--- src/rtl/prog_clock_divider_if.sv ---
// prog_clock_divider_if
//   Control/status bundle for the programmable clock divider.
//   master : drives enable, sync, div_load, ch_sel, div_value;
//            observes clock_out, tick, load_pending
//   slave  : the divider itself (mirror of master)
//   Signals:
//     enable       global run; 0 freezes all channels
//     sync         1-cycle pulse, restart all channels phase-aligned
//     div_load     1-cycle pulse, write div_value to channel ch_sel
//     ch_sel       target channel of div_load (out-of-range values ignored)
//     div_value    new divisor; half-period = div_value+1 cycles
//     clock_out    divided clocks, one bit per channel
//     tick         1-cycle strobe on each clock_out toggle
//     load_pending written divisor not yet active on that channel
interface prog_clock_divider_if #(
  parameter int unsigned WIDTH  = 24,
  parameter int unsigned NUM_CH = 2
);
  localparam int unsigned SEL_W = (NUM_CH > 1) ? $clog2(NUM_CH) : 1;

  logic              enable;
  logic              sync;
  logic              div_load;
  logic [SEL_W-1:0]  ch_sel;
  logic [WIDTH-1:0]  div_value;
  logic [NUM_CH-1:0] clock_out;
  logic [NUM_CH-1:0] tick;
  logic [NUM_CH-1:0] load_pending;

  modport master (
    output enable, sync, div_load, ch_sel, div_value,
    input  clock_out, tick, load_pending
  );

  modport slave (
    input  enable, sync, div_load, ch_sel, div_value,
    output clock_out, tick, load_pending
  );
endinterface

--- src/rtl/prog_clock_divider.sv ---
// prog_clock_divider
//   Multi-channel programmable clock divider. Each channel divides clock_in by
//   2*(active_div+1), producing a 50%-duty clock_out and a one-cycle tick at
//   every toggle. New divisors are staged in pend_div and only take effect at
//   terminal count (or on sync), so clock_out never glitches.
//   Ports:
//     clock_in  system clock, all logic on posedge
//     reset_n   synchronous active-low reset
//     bus       prog_clock_divider_if.slave (control inputs, divided outputs)
module prog_clock_divider #(
  parameter int unsigned     WIDTH       = 24,
  parameter int unsigned     NUM_CH      = 2,
  parameter logic [WIDTH-1:0] DEFAULT_DIV = '1
) (
  input  logic                  clock_in,
  input  logic                  reset_n,
  prog_clock_divider_if.slave   bus
);
  localparam int unsigned SEL_W = (NUM_CH > 1) ? $clog2(NUM_CH) : 1;

  logic [WIDTH-1:0]  cnt_q  [NUM_CH];
  logic [WIDTH-1:0]  cnt_d  [NUM_CH];
  logic [WIDTH-1:0]  act_q  [NUM_CH];
  logic [WIDTH-1:0]  act_d  [NUM_CH];
  logic [WIDTH-1:0]  pend_q [NUM_CH];
  logic [WIDTH-1:0]  pend_d [NUM_CH];
  logic [NUM_CH-1:0] clk_q, clk_d;
  logic [NUM_CH-1:0] tick_q, tick_d;
  logic [NUM_CH-1:0] lp_q, lp_d;

  always_comb begin
    for (int unsigned i = 0; i < NUM_CH; i++) begin
      logic             hit;
      logic [WIDTH-1:0] next_div;

      cnt_d[i]  = cnt_q[i];
      act_d[i]  = act_q[i];
      pend_d[i] = pend_q[i];
      clk_d[i]  = clk_q[i];
      tick_d[i] = 1'b0;
      lp_d[i]   = lp_q[i];

      hit = bus.div_load && (bus.ch_sel == SEL_W'(i));
      // A load landing on the same edge as an activation point bypasses the
      // staging register so the freshest value is the one made active.
      next_div = hit ? bus.div_value : pend_q[i];

      if (hit) begin
        pend_d[i] = bus.div_value;
        lp_d[i]   = 1'b1;
      end

      if (bus.sync) begin
        cnt_d[i] = '0;
        clk_d[i] = 1'b0;
        act_d[i] = next_div;
        lp_d[i]  = 1'b0;
      end else if (bus.enable) begin
        if (cnt_q[i] == act_q[i]) begin
          cnt_d[i]  = '0;
          clk_d[i]  = ~clk_q[i];
          tick_d[i] = 1'b1;
          act_d[i]  = next_div;
          lp_d[i]   = 1'b0;
        end else begin
          cnt_d[i] = cnt_q[i] + WIDTH'(1);
        end
      end
    end
  end

  always_ff @(posedge clock_in) begin
    if (!reset_n) begin
      for (int unsigned i = 0; i < NUM_CH; i++) begin
        cnt_q[i]  <= '0;
        act_q[i]  <= DEFAULT_DIV;
        pend_q[i] <= DEFAULT_DIV;
      end
      clk_q  <= '0;
      tick_q <= '0;
      lp_q   <= '0;
    end else begin
      for (int unsigned i = 0; i < NUM_CH; i++) begin
        cnt_q[i]  <= cnt_d[i];
        act_q[i]  <= act_d[i];
        pend_q[i] <= pend_d[i];
      end
      clk_q  <= clk_d;
      tick_q <= tick_d;
      lp_q   <= lp_d;
    end
  end

  assign bus.clock_out    = clk_q;
  assign bus.tick         = tick_q;
  assign bus.load_pending = lp_q;
endmodule
--- src/flat_wrapper.sv ---
// flat-port wrapper written by rule: the top's interface ports become plain ports
module prog_clock_divider_flat 
#(
  parameter int unsigned     WIDTH       = 24,
  parameter int unsigned     NUM_CH      = 2,
  parameter logic [WIDTH-1:0] DEFAULT_DIV = '1
)
  (clock_in, reset_n, bus_enable, bus_sync, bus_div_load, bus_ch_sel, bus_div_value, bus_clock_out, bus_tick, bus_load_pending);
  prog_clock_divider_if #(.WIDTH(WIDTH), .NUM_CH(NUM_CH)) bus_i ();
  input  logic clock_in;
  input  logic reset_n;
  input wire logic [$bits(bus_i.enable)-1:0] bus_enable;
  input wire logic [$bits(bus_i.sync)-1:0] bus_sync;
  input wire logic [$bits(bus_i.div_load)-1:0] bus_div_load;
  input wire logic [$bits(bus_i.ch_sel)-1:0] bus_ch_sel;
  input wire logic [$bits(bus_i.div_value)-1:0] bus_div_value;
  output wire logic [$bits(bus_i.clock_out)-1:0] bus_clock_out;
  output wire logic [$bits(bus_i.tick)-1:0] bus_tick;
  output wire logic [$bits(bus_i.load_pending)-1:0] bus_load_pending;
  assign bus_i.enable = bus_enable;
  assign bus_i.sync = bus_sync;
  assign bus_i.div_load = bus_div_load;
  assign bus_i.ch_sel = bus_ch_sel;
  assign bus_i.div_value = bus_div_value;
  assign bus_clock_out = bus_i.clock_out;
  assign bus_tick = bus_i.tick;
  assign bus_load_pending = bus_i.load_pending;
  prog_clock_divider #(.WIDTH(WIDTH), .NUM_CH(NUM_CH), .DEFAULT_DIV(DEFAULT_DIV)) u_core (.clock_in(clock_in), .reset_n(reset_n), .bus(bus_i));
endmodule
--- config.mk ---
export PLATFORM = sky130hd
export DESIGN_NAME = prog_clock_divider_flat
export DESIGN_NICKNAME = d
export VERILOG_FILES = /design/src/rtl/prog_clock_divider_if.sv /design/src/rtl/prog_clock_divider.sv /design/src/flat_wrapper.sv
export SDC_FILE = /design/constraint.sdc
export NUM_CORES = 1
export LEC_CHECK = 0
export BUFFER_PORTS_ARGS = -buffer_cell sky130_fd_sc_hd__clkbuf_2
export CAP_MARGIN = 15
export CORE_MARGIN = 3
export CORE_UTILIZATION = 45
export CTS_CLUSTER_DIAMETER = 120
export DETAILED_ROUTE_END_ITERATION = 16
export GPL_TIMING_DRIVEN = 0
export PLACE_DENSITY_LB_ADDON = 0.15
export SYNTH_ARGS = -nofsm -noshare
export SYNTH_HDL_FRONTEND = slang
export SYNTH_SLANG_ARGS = --single-unit
--- constraint.sdc ---
create_clock -name clock_in -period 2.2 [get_ports clock_in]
set_input_delay 0.55 -clock clock_in [delete_from_list [all_inputs] [get_ports clock_in]]
set_output_delay 0.55 -clock clock_in [all_outputs]
set_load 0.02 [all_outputs]
==> out/summary.txt <==
status = finished, final reports clean
RD Place Congestion = 0.841
min-delay src = bus_div_value[4]
CTS Buffer Depth = 2
post-layout min period = 2.17 ns
part of the power in registers = 0.474
Clk pin slew, worst setup/hold paths = 0.06 ns
overall die width = 121 um
Synth area leaders = dfxtp_1 51%, a22o_1 7.1%, nand2_1 7.0%, xnor2_1 6.8%, xor2_1 6.2%
Layout area overhead = 19.4%
Slew headroom = 0.548
Yosys cell types = 31
Via density = 5.25
total routed wirelength = 13800 um
Die Area = 14500 um2
Final Max Tran Viols = 0
Clock Skews = 0.00628 ns
Mean Syn Cell Area = 9.12 um2
Iteration-0 DRC Markers = 358
core box area = 12700 um2
Port Buf Inserts = 35
EDFF count, synth = 0
max_cap viols = 0
total track usage = 0.196
CP startpoint kind = flop
Tightest Pin Transition = 0.674 ns
Post-synth top cells = 150 x dfxtp_1, 111 x nand2_1, 64 x nand3_1
Clk network pwr share = 0.454
grt total ovfl = 0
Inserted Diodes = 0
DR DRC count = 0
first-pass GRT wire length = 22300 um
H-tree Lvls = 4
Synth top area share = 0.508
Clock Root Buffer = clkbuf_16
Net Sw Frac = 0.224
Die Ht = 121 um
Synth area leader = dfxtp_1
DRT Pass-1 Iters = 4
CP endpoint kind = flop
CTS Buf Count = 17
critical path data required time = 2.50 ns
worst reg-to-reg path cell count = 6
main flop type after synthesis = dfxtp_1
IO Count = 36
initial antenna violation count = 0
Worst path slowest cell = or4_4
Worst-Skew Late Latency = 0.42 ns
HP Class = input port to flop
asr flop ratio synth = 0
share of post-route cells with drive strength above 1 = 0.140
WS Path Type = flop to flop
WL per Instance = 15.5 um
Power per Cell Area = 880 nW/um2
Final Setup Violations = 0
# fillers = 1187
vias in the first global route = 4494
critical path, cell by cell = xor2_1 > a2111o_1 > or4_4 > o21ba_4 > buf_4 > a22o_1
Hold Path Depth = 3
final net count = 739
smallest setup slack after layout = 0.0326 ns
final core utilization = 0.555
CTS Sinks = 150
Post-Place Worst Slack = -0.474 ns
switching pwr = 1390 uW
CP max stage delay = 0.58 ns
Max FO, Critical Path = 5
Worst EP arrival = 2.47 ns
Peak VDD IR = 0.000584 V
Final Hold Viols = 0
Comb pwr share = 0.073
ratio of final minimum period to clock period = 0.985
starting density of the core = 0.465
synthesized area = 5910 um2
sequential area share after synthesis = 0.508
HPWL after DPL = 10200 um
flop and latch count out of synthesis = 150
row cnt = 41
Max Clock Freq = 461 MHz
largest net degree at the start of global routing = 17
Mapped Cells = 648
Leak = 0.00288 uW
RSZ-0062 raised after global routing = true
CTS tree = done
ANT nets after route = 0
Power Internal = 4820 uW
syn nets = 680
Critical Path Source = u_core.cnt_q[0][1]$_SDFFE_PP0P_
DR vias = 4685
most numerous cell in the Yosys netlist = dfxtp_1
Syn. warnings = 0
RR Startpoint = u_core.cnt_q[0][1]$_SDFFE_PP0P_
==> flip-flops by register name, summed over array words and instances, names as in the netlist <==
signal	count
u_core.bus.load_pending	2
u_core.pend_q	48
u_core.cnt_q	48
u_core.bus.clock_out	2
u_core.act_q	48
u_core.bus.tick	2
==> final timing paths <==
kind | end | slack, ns
worst max register to register | u_core.act_q[0][18]$_SDFFE_PN1P_ | 0.03
worst max-delay path | u_core.act_q[0][18]$_SDFFE_PN1P_ | 0.03
worst min-delay path | u_core.pend_q[0][28]$_SDFF_PN1_ | 0.40
worst min register to register | u_core.pend_q[0][11]$_SDFF_PN1_ | 0.47
==> placed cells by master (no fill, tap or decap), types with 3 or more instances in the layout <==
cell type / Yosys / layout
a22o_1: 48 / 48
and3_1: 10 / 10
and4_1: 5 / 5
buf_2: 12 / 5
buf_4: 1 / 7
buf_6: 2 / 4
clkbuf_1: 21 / 23
clkbuf_16: 0 / 17
clkbuf_2: 0 / 36
clkbuf_8: 0 / 3
clkinv_2: 0 / 3
clkinvlp_4: 0 / 3
dfxtp_1: 150 / 144
dfxtp_2: 0 / 4
inv_1: 11 / 11
nand2_1: 111 / 111
nand2b_1: 4 / 4
nand3_1: 64 / 64
nand4_1: 17 / 17
nor2_1: 61 / 61
nor2b_1: 4 / 4
nor3_1: 8 / 7
nor4_1: 6 / 5
o21ai_0: 3 / 3
or4_4: 2 / 3
xnor2_1: 46 / 45
xor2_1: 42 / 42
==> final cells by class <==
class	count	area, um2	share of cell area
Buffer	34	199	0.0282
Clock buffer	24	482	0.0683
Sequential cell	150	3020	0.427
Inverter	11	41.3	0.00585
Tap cell	172	215	0.0305
Clock inverter	8	97.6	0.0138
Timing Repair Buffer	42	253	0.0358
Multi-Input combinational cell	451	2760	0.390
==> timing repair <==
item | in CTS | in global routing
setup endpoints to repair | 93 | 78
hold buffers | 0 | 0
setup buffers | 1 | 6
pin swaps | 3 | 7
gates resized for setup | 19 | 14
==> metal layers <==
layer / wire length [um] / vias to the layer above / global-route usage
li1: - / 2313 / -
met1: 6930 / 2249 / 0.280
met2: 5890 / 105 / 0.286
met3: 700 / 18 / 0.0477
met4: 262 / 0 / 0.0758
met5: 0 / - / 0
==> metrics by stage <==
stage | instances | power [uW] | hold slack, ns | TNS, ns | instance area, um2
6_report | 892 | 6210 | 0.403 | 0 | 7060
5_1_grt | 892 | 6440 | 0.401 | -0.272 | 7060
4_1_cts | 886 | 6240 | 0.394 | 0 | 6930
3_5_place_dp | 855 | 3420 | 0.460 | -18.59 | 6300
3_3_place_gp | 855 | 3410 | 0.453 | -16.50 | 6300
2_1_floorplan | 648 | 3270 | 0.439 | 0 | 5910
==> worst max-delay path, delay by kind of cell (launching register included) <==
| kind | cells | cell delay [ns] |
|---|---|---|
| AO/OA/AOI/OAI | 3 | 0.83 |
| AND/OR/NAND/NOR | 1 | 0.58 |
| flip-flops | 1 | 0.34 |
| XOR/XNOR | 1 | 0.15 |
| buffers and inverters | 1 | 0.14 |
==> power groups by stage <==
stage | registers [uW] | logic [uW] | clock network [uW]
CTS | 2940 | 432 | 2860
global placement | 3000 | 412 | 0
detailed placement | 3000 | 422 | 0
finish | 2940 | 451 | 2820
floorplan | 2980 | 294 | 0
global route | 2960 | 498 | 2980
==> cells by family (layout without fill, tap and decap cells) <==
family / Yosys count / count (layout) / synth area share
AO/OA/AOI/OAI: 62 / 62 / 0.0881
XOR/XNOR: 88 / 88 / 0.130
adder cells (fa/ha/maj): 2 / 2 / 0.00423
buffers and inverters: 47 / 119 / 0.0356
flip-flops: 150 / 150 / 0.508
multiplexers: 2 / 2 / 0.00339
AND/OR/NAND/NOR: 297 / 297 / 0.230
(Power assumes the default switching activity.)
